--- src/rtl/cache_line_fill.sv ---
// -----------------------------------------------------------------------------
// cache_line_fill
//
// Cache line fill engine. It accepts one line-fill request, then consumes
// exactly LINE_WORDS memory beats and writes each beat into a word-wide SRAM
// through a registered write port. One write is issued per beat, in the cycle
// after that beat is accepted. A one-cycle done_o pulse coincides with the
// final SRAM write. The engine also reports framing errors on mem_last_i
// through a sticky err_o flag.
//
// Parameters
//   DATA_WIDTH  beat / SRAM word width
//   N_ENTRIES   SRAM depth in words (AW = $clog2(N_ENTRIES))
//   LINE_WORDS  words per line, a power of two >= 2 (OW = $clog2(LINE_WORDS))
//
// Ports
//   clk_i, rst_ni            clock, asynchronous active-low reset
//   req_valid_i/req_ready_o  line-fill request handshake (ready only when idle)
//   req_addr_i               SRAM word index of the line; low OW bits ignored
//   req_word_i               critical word offset (critical-word-first only)
//   mem_valid_i/mem_ready_o  memory beat handshake (ready only while filling)
//   mem_data_i, mem_last_i   beat data and final-beat marker
//   sram_en_o, sram_we_o     SRAM enable / write enable (one cycle per beat)
//   sram_addr_o, sram_data_o SRAM write address / data (hold between writes)
//   done_o                   one-cycle pulse in the cycle of the final write
//   err_o                    sticky framing error, cleared by the next request
//
// Configuration macro
//   LINE_FILL_CRIT_FIRST_EN  when defined, the first beat is written to offset
//                            req_word_i and later beats wrap modulo LINE_WORDS.
//                            When undefined, beats start at offset 0 and
//                            req_word_i is ignored.
// -----------------------------------------------------------------------------
module cache_line_fill #(
   parameter int unsigned  DATA_WIDTH = 32,
   parameter int unsigned  N_ENTRIES  = 1024,
   parameter int unsigned  LINE_WORDS = 8,
   localparam int unsigned AW         = $clog2(N_ENTRIES),
   localparam int unsigned OW         = $clog2(LINE_WORDS)
) (
   input  logic                  clk_i,
   input  logic                  rst_ni,
   // Line-fill request
   input  logic                  req_valid_i,
   output logic                  req_ready_o,
   input  logic [AW-1:0]         req_addr_i,
   input  logic [OW-1:0]         req_word_i,
   // Memory beats
   input  logic                  mem_valid_i,
   output logic                  mem_ready_o,
   input  logic [DATA_WIDTH-1:0] mem_data_i,
   input  logic                  mem_last_i,
   // SRAM write port
   output logic                  sram_en_o,
   output logic                  sram_we_o,
   output logic [AW-1:0]         sram_addr_o,
   output logic [DATA_WIDTH-1:0] sram_data_o,
   // Status
   output logic                  done_o,
   output logic                  err_o
);

   // Beat counter value while the final beat of the line is on the bus.
   localparam logic [OW:0] LastBeat = (OW + 1)'(LINE_WORDS - 1);

   typedef enum logic [1:0] {
      StIdle,
      StFill,
      StDone
   } state_e;

   state_e                  state_q, state_d;

   // Handshake readies are registered so that reset can hold them low even
   // though the FSM itself sits in StIdle during reset.
   logic                    req_ready_q, req_ready_d;
   logic                    mem_ready_q, mem_ready_d;

   logic [AW-1:0]           base_q, base_d;
   logic [OW-1:0]           offset_q, offset_d;
   logic [OW:0]             beat_cnt_q, beat_cnt_d;
   logic                    err_q, err_d;

   // One flop drives both sram_en_o and sram_we_o: this port only writes.
   logic                    sram_wr_q, sram_wr_d;
   logic [AW-1:0]           sram_addr_q, sram_addr_d;
   logic [DATA_WIDTH-1:0]   sram_data_q, sram_data_d;

   logic                    req_fire;
   logic                    beat_fire;
   logic                    last_beat;
   logic [OW-1:0]           first_offset;

   // Offset of the first beat of a new line.
`ifdef LINE_FILL_CRIT_FIRST_EN
   assign first_offset = req_word_i;
`else
   assign first_offset = '0;
`endif

   // Low address bits are replaced by the line base; req_word_i is only
   // consumed in the critical-word-first build.
   logic unused_inputs;
   assign unused_inputs = ^{req_addr_i[OW-1:0], req_word_i};

   assign req_fire  = req_valid_i && req_ready_q;
   assign beat_fire = mem_valid_i && mem_ready_q;
   assign last_beat = (beat_cnt_q == LastBeat);

   // --------------------------------------------------------------------------
   // Next-state logic
   // --------------------------------------------------------------------------
   always_comb begin
      state_d     = state_q;
      base_d      = base_q;
      offset_d    = offset_q;
      beat_cnt_d  = beat_cnt_q;
      err_d       = err_q;
      sram_wr_d   = 1'b0;
      sram_addr_d = sram_addr_q;
      sram_data_d = sram_data_q;

      case (state_q)
         StIdle: begin
            if (req_fire) begin
               state_d    = StFill;
               base_d     = {req_addr_i[AW-1:OW], {OW{1'b0}}};
               offset_d   = first_offset;
               beat_cnt_d = '0;
               err_d      = 1'b0;
            end
         end

         StFill: begin
            if (beat_fire) begin
               sram_wr_d   = 1'b1;
               sram_addr_d = base_q | AW'(offset_q);
               sram_data_d = mem_data_i;
               // Offset wraps naturally at the OW-bit boundary.
               offset_d    = offset_q + OW'(1);
               beat_cnt_d  = beat_cnt_q + (OW + 1)'(1);
               // Framing error: last flagged early, or missing on the final beat.
               // It never changes the beat count of the fill.
               if (mem_last_i != last_beat) begin
                  err_d = 1'b1;
               end
               if (last_beat) begin
                  state_d = StDone;
               end
            end
         end

         StDone: begin
            state_d = StIdle;
         end

         default: begin
            state_d = StIdle;
         end
      endcase

      // Readies follow the state being entered, so they are valid in the
      // same cycle the state is.
      req_ready_d = (state_d == StIdle);
      mem_ready_d = (state_d == StFill);
   end

   // --------------------------------------------------------------------------
   // State registers
   // --------------------------------------------------------------------------
   always_ff @(posedge clk_i or negedge rst_ni) begin
      if (!rst_ni) begin
         state_q     <= StIdle;
         req_ready_q <= 1'b0;
         mem_ready_q <= 1'b0;
         base_q      <= '0;
         offset_q    <= '0;
         beat_cnt_q  <= '0;
         err_q       <= 1'b0;
         sram_wr_q   <= 1'b0;
         sram_addr_q <= '0;
         sram_data_q <= '0;
      end else begin
         state_q     <= state_d;
         req_ready_q <= req_ready_d;
         mem_ready_q <= mem_ready_d;
         base_q      <= base_d;
         offset_q    <= offset_d;
         beat_cnt_q  <= beat_cnt_d;
         err_q       <= err_d;
         sram_wr_q   <= sram_wr_d;
         sram_addr_q <= sram_addr_d;
         sram_data_q <= sram_data_d;
      end
   end

   // --------------------------------------------------------------------------
   // Outputs
   // --------------------------------------------------------------------------
   assign req_ready_o = req_ready_q;
   assign mem_ready_o = mem_ready_q;
   assign sram_en_o   = sram_wr_q;
   assign sram_we_o   = sram_wr_q;
   assign sram_addr_o = sram_addr_q;
   assign sram_data_o = sram_data_q;
   // StDone is entered on the edge that registers the final write, so the
   // pulse lines up with that write on the ports.
   assign done_o      = (state_q == StDone);
   assign err_o       = err_q;

   // --------------------------------------------------------------------------
   // Properties
   // --------------------------------------------------------------------------
   // The two handshakes are never open at the same time.
   a_ready_exclusive: assert property (
      @(posedge clk_i) disable iff (!rst_ni) !(req_ready_o && mem_ready_o));

   // done_o always carries the final write of the line.
   a_done_with_write: assert property (
      @(posedge clk_i) disable iff (!rst_ni) done_o |-> sram_en_o);

   // A beat is only accepted while filling.
   a_fill_only: assert property (
      @(posedge clk_i) disable iff (!rst_ni) beat_fire |-> (state_q == StFill));

endmodule
--- config.mk ---
export PLATFORM = sky130hd
export DESIGN_NAME = cache_line_fill
export DESIGN_NICKNAME = d
export VERILOG_FILES = /design/src/rtl/cache_line_fill.sv
export SDC_FILE = /design/constraint.sdc
export NUM_CORES = 1
export LEC_CHECK = 0
export BUFFER_PORTS_ARGS = -buffer_cell sky130_fd_sc_hd__buf_2
export CORE_MARGIN = 1.5
export CORE_UTILIZATION = 39
export DETAILED_ROUTE_END_ITERATION = 10
export GPL_ROUTABILITY_DRIVEN = 0
export HOLD_SLACK_MARGIN = 0.02
export PLACE_DENSITY = 0.76
export REMOVE_ABC_BUFFERS = 1
export SETUP_SLACK_MARGIN = 0.2
export SLEW_MARGIN = 20
export SYNTH_ARGS = -nofsm -noshare
export SYNTH_HDL_FRONTEND = slang
export SYNTH_SLANG_ARGS = --single-unit
--- constraint.sdc ---
create_clock -name clk_i -period 2.5 [get_ports clk_i]
set_input_delay 0.125 -clock clk_i [delete_from_list [all_inputs] [get_ports clk_i]]
set_output_delay 0.125 -clock clk_i [all_outputs]
set_load 0.01 [all_outputs]
==> results.py, run 1 <==
metrics = {
    "run_status": {
        "outcome": "completed",
    },
    "critical_path": {
        "cp_cell_sequence": "nand4bb_1 > nand3_1 > o21ai_0",
        "crit_family": "simple AND/OR/NAND/NOR gates",
        "crit_path_top_delay_cell": "nand4bb_1",
        "reg2reg_depth": 3,
        "cp-end-kind": "flip-flop",
        "path_max_fanout": 13,
        "arrival_ns": 1.80,
        "path_buf_inv": 0,
        "path_depth": 3,
        "critPathMaxStageDelay_ns": 0.62,
        "cp.required_ns": 2.69,
        "worstSetupPathType": "reg -> reg",
        "cp-start-kind": "flip-flop",
    },
    "routing": {
        "drtIter0Drc": 88,
        "first_pass_iters": 4,
        "vias_per_cell": 4.59,
        "drc": 0,
        "final_antenna_net_count": 0,
        "postRouteWirelength_um": 5750,
        "routedWlPerCell_um": 12.1,
        "routed-via-count": 2182,
    },
    "global_route": {
        "grt_pass1_wl_um": 8830,
        "antenna_found_initial": 0,
        "grt_usage_pct": 17.6,
        "grt_max_degree": 56,
        "grt_pass1_vias": 2076,
        "overflow": 0,
    },
    "sta": {
        "hold_viol_final": 0,
        "setup-tns-final_ns": 0,
        "rsz0062_at_grt": "no",
        "maxSlewViolCount": 0,
        "slew_headroom_pct": 55.3,
        "worst_slack_ns": 0.891,
        "finalSetupViolCount": 0,
        "min_period_ns": 1.61,
        "fin_skew_ns": 0.00938,
        "worst_slew_pin_slew_ns": 0.671,
        "fmax_mhz": 622,
        "period_share_pct": 64.3,
    },
    "power": {
        "power.leakage_nw": 1.96,
        "peakVddDrop_mv": 0.582,
        "power_density_nw_per_um2": 1100,
    },
    "logic_synthesis": {
        "synth.most_common_cell": "nand2_1",
        "yosysUniqueCellTypes": 23,
        "avgSynthCellArea_um2": 9.17,
        "ys.flop_type": "dfrtp_1",
        "ys_top_cells_by_area": "dfrtp_1 64%, nand2_1 23%, o21ai_0 1.6%",
        "syn-cell-area_um2": 2430,
        "synth_top_area_share_pct": 63.8,
        "async_reset_ff_share_pct": 100,
        "synth_common_cells": "152 x nand2_1, 62 x dfrtp_1, 10 x clkbuf_1",
        "syn-instance-count": 265,
        "ys_seq_area_share_pct": 63.8,
        "ys.warnings.count": 0,
        "ys_ff_latch": 62,
        "yosysTopAreaCell": "dfrtp_1",
        "synth_edf_count": 0,
    },
    "placed_design": {
        "port_buffers": 91,
        "placed_area_um2": 2960,
        "post-dp-hpwl_um": 3470,
        "post-place-ws_ns": 0.897,
    },
    "cts": {
        "cts.clk_slew.worst_paths_ns": 0.06,
        "cts_tree": "done",
        "cts-htree-levels": 3,
        "clkSinkCount": 62,
        "cts_hold_buf": 40,
        "cts_setup_buffers": 0,
        "cts_buffers": 9,
        "clockRootBuffer": "clkbuf_8",
        "clockBufferDepth": 2,
        "clock_latency_ns": 0.32,
        "ctsResizeCount": 0,
    },
    "final_layout": {
        "final_nets": 450,
        "diodes": 0,
        "stdcell_area_um2": 3500,
        "syn_to_final_growth_pct": 44.2,
        "drive_gt1_share_pct": 27.3,
    },
    "job": {
        "maxCapViolCount": 0,
    },
    "floorplanning": {
        "coreArea_um2": 5960,
        "dieWidth_um": 82.0,
        "io_pins": 98,
        "die_h_um": 82.0,
        "die-area_um2": 6720,
        "start_util_pct": 40.8,
        "fp-row-count": 28,
    },
    "min_path": {
        "hold_depth": 4,
        "hp-class": "in -> reg",
    },
}
[placed cells by master, fill, tap and decap left out]
| master | Yosys | final |
|---|---|---|
| xnor2_1 | 1 | 1 |
| nand3b_1 | 2 | 2 |
| ha_1 | 2 | 2 |
| and4bb_1 | 1 | 1 |
| buf_2 | 1 | 91 |
| a221o_1 | 1 | 1 |
| clkbuf_1 | 10 | 1 |
| buf_4 | 1 | 3 |
| buf_12 | 0 | 1 |
| o21ai_0 | 8 | 8 |
| dfrtp_1 | 62 | 62 |
| nor2_1 | 3 | 3 |
| nand4b_2 | 1 | 1 |
| dlygate4sd3_1 | 0 | 40 |
| or3_1 | 3 | 3 |
| clkinv_2 | 0 | 3 |
| nand4bb_1 | 1 | 1 |
| mux2i_1 | 1 | 1 |
| clkbuf_8 | 0 | 9 |
| nand3_1 | 6 | 6 |
| inv_1 | 2 | 2 |
| nor2b_1 | 1 | 1 |
| inv_2 | 1 | 1 |
| and2b_1 | 1 | 1 |
| nand2_1 | 152 | 152 |
| a21oi_1 | 3 | 3 |
[flip-flops by register name, summed over array words and instances, names as in the netlist]
name / flops
offset_q: 3
sram_data_o: 32
beat_cnt_q: 4
mem_ready_o: 1
state_q: 2
base_q: 7
sram_addr_o: 10
req_ready_o: 1
sram_en_o: 1
err_o: 1
[worst paths after layout]
check                       startpoint             end  slack (ns)
min reg2reg                  base_q[4]  sram_addr_o[4]        0.46
min                        mem_valid_i      state_q[0]        0.16
max                         state_q[0]     offset_q[1]        0.89
min in group asynchronous       rst_ni  sram_data_o[9]        0.38
max reg2reg                 state_q[0]     offset_q[1]        0.89
max in group asynchronous       rst_ni       base_q[4]        1.49
[power by group]
group	leakage (nW)	switching [mW]	internal [mW]
clock	0.0776	0.334	0.337
combinational	1.11	0.862	0.594
sequential	0.771	0.255	1.47
total	1.96	1.45	2.40
[through the flow]
step	cells	hold slack (ns)	utilization, %	power, mW
floorplan	252	-0.171	-	2.53
global placement	422	0.188	49.7	3.10
detailed placement	422	0.188	49.7	3.16
CTS	475	0.151	58.8	3.90
global route	475	0.174	58.8	4.19
finish	475	0.165	58.8	3.85
[worst reg2reg max path, cell delays in order (launching register included)]
cell and delay (ns):
dfrtp_1 0.44, nand4bb_1 0.62, nand3_1 0.30, o21ai_0 0.11
[cell type report]
class                           instances  area (um2)
Clock buffer                           10         128
Clock inverter                          3        15.0
Fill cell                             517        2450
Inverter                                3        11.3
Multi-Input combinational cell        187         807
Sequential cell                        62        1550
Tap cell                               75        93.8
Timing Repair Buffer                  135         898
[layer usage]
metal	vias to the layer above	GRT usage, %	share of wire, %
met4	0	4.24	0.54
li1	1086	-	-
met5	-	0	0
met1	1031	18.8	43
met2	60	32.8	52
met3	5	6.00	4.8
[logic make-up after synthesis]
family | count (synthesis) | synth area share, %
AND/OR/NAND/NOR | 171 | 28.7
flip-flops | 62 | 63.8
buffers and inverters | 16 | 2.99
AO/OA/AOI/OAI | 12 | 2.68
adder cells (fa/ha/maj) | 2 | 1.03
XOR/XNOR | 1 | 0.360
multiplexers | 1 | 0.412
Power figures use the tool's default switching activity.
==> inputs of run 2 (changes only) <==
ABC_AREA = 1   (was not set)
PLACE_DENSITY = 0.78   (was 0.76)
clock period = 1.4 ns   (was 2.5 ns; I/O delays follow)
==> run 2 against run 1 <==
  * Sequential power up 85%
  * Clock power rose to 2.5 times the previous value
  * Wire length up 20%
==> results.py, run 2 <==
metrics = {
    "run_status": {
        "outcome": "completed",
    },
    "critical_path": {
        "cp-end-kind": "flip-flop",
        "cp.required_ns": 1.61,
        "cp-start-kind": "flip-flop",
        "path_max_fanout": 8,
        "worstSetupPathType": "reg -> reg",
        "arrival_ns": 1.49,
    },
    "cts": {
        "clock_latency_ns": 0.32,
        "clockRootBuffer": "clkbuf_8",
        "cts-htree-levels": 3,
        "cts_tree": "done",
        "clkSinkCount": 62,
        "cts_buffers": 9,
        "clockBufferDepth": 2,
        "cts.clk_slew.worst_paths_ns": 0.07,
    },
    "floorplanning": {
        "die-area_um2": 6870,
        "die_h_um": 82.9,
        "start_util_pct": 41.3,
        "io_pins": 98,
        "coreArea_um2": 6030,
        "dieWidth_um": 82.9,
        "fp-row-count": 28,
    },
    "logic_synthesis": {
        "avgSynthCellArea_um2": 9.46,
        "ys.warnings.count": 0,
        "ys_ff_latch": 62,
        "synth_edf_count": 0,
        "syn-instance-count": 263,
        "synth_top_area_share_pct": 62.3,
        "ys_seq_area_share_pct": 62.3,
        "async_reset_ff_share_pct": 100,
        "synth_common_cells": "120 x nand2_1, 62 x dfrtp_1, 15 x inv_1",
        "ys.flop_type": "dfrtp_1",
        "yosysTopAreaCell": "dfrtp_1",
        "syn-cell-area_um2": 2490,
        "yosysUniqueCellTypes": 22,
        "synth.most_common_cell": "nand2_1",
        "ys_top_cells_by_area": "dfrtp_1 62%, nand2_1 18%, o21ai_2 3.2%",
    },
    "sta": {
        "rsz0062_at_grt": "yes",
        "fin_skew_ns": 0.00732,
        "setup-tns-final_ns": 0,
        "slew_headroom_pct": 76.6,
        "hold_viol_final": 0,
        "min_period_ns": 1.29,
        "fmax_mhz": 777,
        "maxSlewViolCount": 0,
        "period_share_pct": 91.9,
        "finalSetupViolCount": 0,
        "worst_slew_pin_slew_ns": 0.347,
    },
    "global_route": {
        "overflow": 0,
        "antenna_found_initial": 0,
        "grt_max_degree": 63,
        "grt_usage_pct": 18.8,
        "grt_pass1_vias": 2359,
        "grt_pass1_wl_um": 10500,
    },
    "routing": {
        "drc": 0,
        "postRouteWirelength_um": 6880,
        "final_antenna_net_count": 0,
        "drtIter0Drc": 127,
        "routed-via-count": 2310,
        "first_pass_iters": 4,
        "routedWlPerCell_um": 13.8,
        "vias_per_cell": 4.63,
    },
    "min_path": {
        "hp-class": "in -> reg",
    },
    "final_layout": {
        "diodes": 0,
        "final_nets": 471,
        "largest_reg_flops": 32,
        "syn_to_final_growth_pct": 63.2,
        "layout_common_cells": "96 x nand2_1, 90 x buf_2, 60 x dfrtp_1",
        "final_core_util_pct": 67.4,
        "drive_gt1_share_pct": 41.5,
        "mostFrequentLayoutCell": "nand2_1",
    },
    "power": {
        "peakVddDrop_mv": 1.07,
        "power_density_nw_per_um2": 2070,
        "power.leakage_nw": 2.18,
    },
    "placed_design": {
        "post-dp-hpwl_um": 3530,
        "port_buffers": 91,
    },
    "job": {
        "maxCapViolCount": 0,
    },
}
==> run 2: kinds of logic (layout without fill, tap and decap cells) <==
kind of cell	count (synthesis)	after routing	synth area share [%]
simple gates	147	149	24.2
xor+xnor	1	1	0.352
mux	1	1	0.452
buf+inv	27	186	5.63
compound gates	23	23	5.98
flops	62	62	62.3
fa+ha+maj	2	2	1.01
==> run 2: worst max-delay path: stages, from the launching register on <==
cell       delay [ns]
dfrtp_1          0.41
inv_2            0.08
nor2_4           0.15
nand3_4          0.09
buf_12           0.16
clkbuf_16        0.17
nand2_1          0.06
nand2_1          0.05
==> run 2: per-layer routing <==
layer | track usage, % | up-vias | wire, um
met1 | 21.5 | 1097 | 2830
met2 | 33.7 | 73 | 3630
met3 | 3.78 | 10 | 303
li1 | - | 1130 | -
met4 | 8.33 | 0 | 114
met5 | 0 | - | 0
==> run 2: report_power, final <==
part	switching, mW	internal (mW)	leakage, nW
clock	0.649	1.05	0.110
sequential	0.555	2.63	0.749
combinational	1.87	1.64	1.32
==> run 2: final cells by class <==
class | instances | area, um2
multi-input cells | 176 | 946
flip-flops and latches | 62 | 1550
well taps | 75 | 93.8
inverters | 16 | 60.1
clock inverters | 4 | 70.1
repair buffers | 154 | 1190
clock buffers | 12 | 145
fillers | 465 | 1960
==> run 2: what timing repair did <==
item                                   in CTS  in global routing
cloned                                      1                  7
pin swaps                                   2                 16
endpoints found under the hold margin     101                  0
resized for setup                           8                 52
setup endpoints to repair                  45                 61
buffers inserted                            4                  5
hold buffers                               40                  0
==> run 2: worst paths after layout <==
check | endpoint | start | depth (start not counted) | slack, ns
min in group asynchronous | sram_data_o[30] | rst_ni | 3 | 0.29
max | sram_data_o[21] | state_q[0] | 7 | 0.11
min | req_ready_o | req_valid_i | 4 | 0.17
max in group asynchronous | state_q[1] | rst_ni | 3 | 0.83
max reg2reg | sram_data_o[21] | state_q[0] | 7 | 0.11
min reg2reg | sram_data_o[11] | sram_data_o[11] | 2 | 0.48
==> run 2: stage by stage <==
stage | setup slack (ns) | hold slack (ns) | cell area (um2) | total power [mW] | instances
after floorplan | -0.565 | -0.226 | 2410 | 4.57 | 252
after global placement | 0.122 | 0.105 | 3040 | 5.60 | 426
after detailed placement | 0.0910 | 0.106 | 3040 | 5.73 | 426
after CTS | 0.182 | 0.0982 | 3710 | 7.68 | 487
after global routing | 0.0396 | 0.158 | 4060 | 8.94 | 499
final | 0.114 | 0.170 | 4060 | 8.39 | 499
==> inputs of run 3 (changes only) <==
REMOVE_ABC_BUFFERS = not set   (was 1)
==> run 3 against run 2 <==
  * Cell area increased by 1.9%
  * Combinational power increased by 4%
  * Global-route usage decreased by 0.91 points
  * Power increased by 2.0%
  * Via count decreased by 0.95%
  * Die area unchanged
  * Sequential share of layout area decreased by 0.72 points
  * Critical path depth decreased by 1
  * Largest cell class unchanged
==> results.py, run 3 (same netlist as run 2, synthesis figures left out) <==
metrics = {
    "floorplanning": {
        "die_h_um": 82.9,
        "coreArea_um2": 6030,
        "dieWidth_um": 82.9,
        "io_pins": 98,
        "start_util_pct": 41.3,
        "die-area_um2": 6870,
        "fp-row-count": 28,
    },
    "power": {
        "clkPwrFrac_pct": 19.8,
        "peakVddDrop_mv": 1.21,
        "p_sw_mw": 3.14,
        "seqPwrFrac_pct": 37.6,
        "p_int_mw": 5.42,
        "combPwrFrac_pct": 42.5,
        "power.leakage_nw": 2.23,
        "p_total_mw": 8.56,
        "switching_share_pct": 36.7,
        "power_density_nw_per_um2": 2070,
    },
    "cts": {
        "cts_tree": "done",
        "clockBufferDepth": 2,
        "clockRootBuffer": "clkbuf_8",
        "clock_latency_ns": 0.32,
        "cts-htree-levels": 3,
        "clkSinkCount": 62,
        "cts.clk_slew.worst_paths_ns": 0.07,
        "cts_buffers": 9,
    },
    "placed_design": {
        "post-place-ws_ns": 0.131,
        "port_buffers": 91,
        "post-dp-hpwl_um": 3390,
        "placed_area_um2": 3060,
    },
    "global_route": {
        "overflow": 0,
        "antenna_found_initial": 0,
        "grt_max_degree": 63,
        "grt_pass1_vias": 2190,
        "grt_usage_pct": 17.9,
        "grt_pass1_wl_um": 9900,
    },
    "critical_path": {
        "cp.required_ns": 1.61,
        "reg2reg_depth": 6,
        "worstSetupPathType": "reg -> reg",
        "worstReg2RegStart": "state_q[1]",
        "arrival_ns": 1.53,
        "r2r-end": "sram_data_o[30]",
        "cp-start-kind": "flip-flop",
        "reg2reg_slack_ns": 0.08,
        "cp-end-kind": "flip-flop",
        "path_max_fanout": 11,
    },
    "final_layout": {
        "mostFrequentLayoutCell": "buf_2",
        "drive_gt1_share_pct": 43.2,
        "syn_to_final_growth_pct": 66.4,
        "largest_reg_flops": 32,
        "final_nets": 471,
        "final_core_util_pct": 68.7,
        "stdcell_area_um2": 4140,
        "layout_common_cells": "91 x buf_2, 89 x nand2_1, 60 x dfrtp_1",
    },
    "sta": {
        "min_period_ns": 1.32,
        "maxSlewViolCount": 0,
        "worst_slew_pin_slew_ns": 0.319,
        "finalSetupViolCount": 0,
        "setup-tns-final_ns": 0,
        "slew_headroom_pct": 78.7,
        "fin_skew_ns": 0.00639,
        "worst_slack_ns": 0.0776,
        "period_share_pct": 94.5,
        "hold_viol_final": 0,
        "fmax_mhz": 756,
        "rsz0062_at_grt": "yes",
    },
    "routing": {
        "final_antenna_net_count": 0,
        "routedWlPerCell_um": 14.0,
        "vias_per_cell": 4.58,
        "postRouteWirelength_um": 6990,
        "routed-via-count": 2288,
        "first_pass_iters": 4,
        "drtIter0Drc": 97,
        "drc": 0,
    },
    "min_path": {
        "hold_depth": 3,
        "hp-start": "mem_valid_i",
        "hold_end": "offset_q[0]",
        "hp-class": "in -> reg",
    },
    "logic_synthesis": {
        "syn_nets": 315,
    },
    "run_status": {
        "outcome": "completed",
    },
    "job": {
        "maxCapViolCount": 0,
    },
}
-- run 3: critical path: stages, from the launching register on --
cell       delay, ns
dfrtp_2         0.46
nor2_4          0.15
nand3_4         0.11
buf_12          0.16
clkbuf_16       0.16
nand2_1         0.09
nand2_1         0.07
-- run 3: worst max-delay path by stage --
| stage | end | slack [ns] | cells past startpoint | startpoint |
|---|---|---|---|---|
| floorplan | sram_addr_o[2] | 0.27 | 5 | state_q[1] |
| global placement | sram_addr_o[7] | 0.16 | 6 | state_q[0] |
| detailed placement | sram_addr_o[7] | 0.13 | 6 | state_q[0] |
| CTS | sram_data_o[1] | 0.16 | 6 | state_q[1] |
| global route | sram_data_o[30] | 0.03 | 6 | state_q[1] |
| finish | sram_data_o[30] | 0.08 | 6 | state_q[1] |
-- run 3: what timing repair did --
item	4_1_cts	5_1_grt
hold endpoints to repair	101	0
setup endpoints to repair	47	59
resized for setup	11	46
hold buffers	40	0
pin swaps	3	16
gates cloned	2	7
buffers inserted	7	3
-- run 3: per-layer routing --
layer,vias up,GRT usage (%),part of all wire [%]
li1,1134,-,-
met2,69,31.5,54
met3,8,5.47,3.8
met4,0,6.52,1.1
met5,-,0,0
met1,1077,20.4,41
-- run 3: power by group through the flow --
stage	Clock [mW]	Combinational (mW)	Sequential (mW)
after CTS	1.74	3.07	3.09
after global placement	0	2.62	3.05
after floorplan	0	1.31	3.37
after detailed placement	0	2.69	3.09
after global routing	1.84	3.97	3.32
final	1.70	3.64	3.22
-- run 3: cell type report --
type                            count  area, um2
Tap cell                           75       93.8
Sequential cell                    62       1550
Antenna cell                        1       2.50
Fill cell                         448       1890
Clock buffer                       12        145
Timing Repair Buffer              155       1230
Inverter                           16       60.1
Clock inverter                      4       70.1
Multi-Input combinational cell    175        981
-- run 3: per-stage QoR --
| step | cells | hold WS, ns |
|---|---|---|
| floorplan | 263 | -0.226 |
| global placement | 424 | 0.102 |
| detailed placement | 424 | 0.106 |
| CTS | 489 | 0.0497 |
| global route | 499 | 0.0639 |
| finish | 500 | 0.0662 |
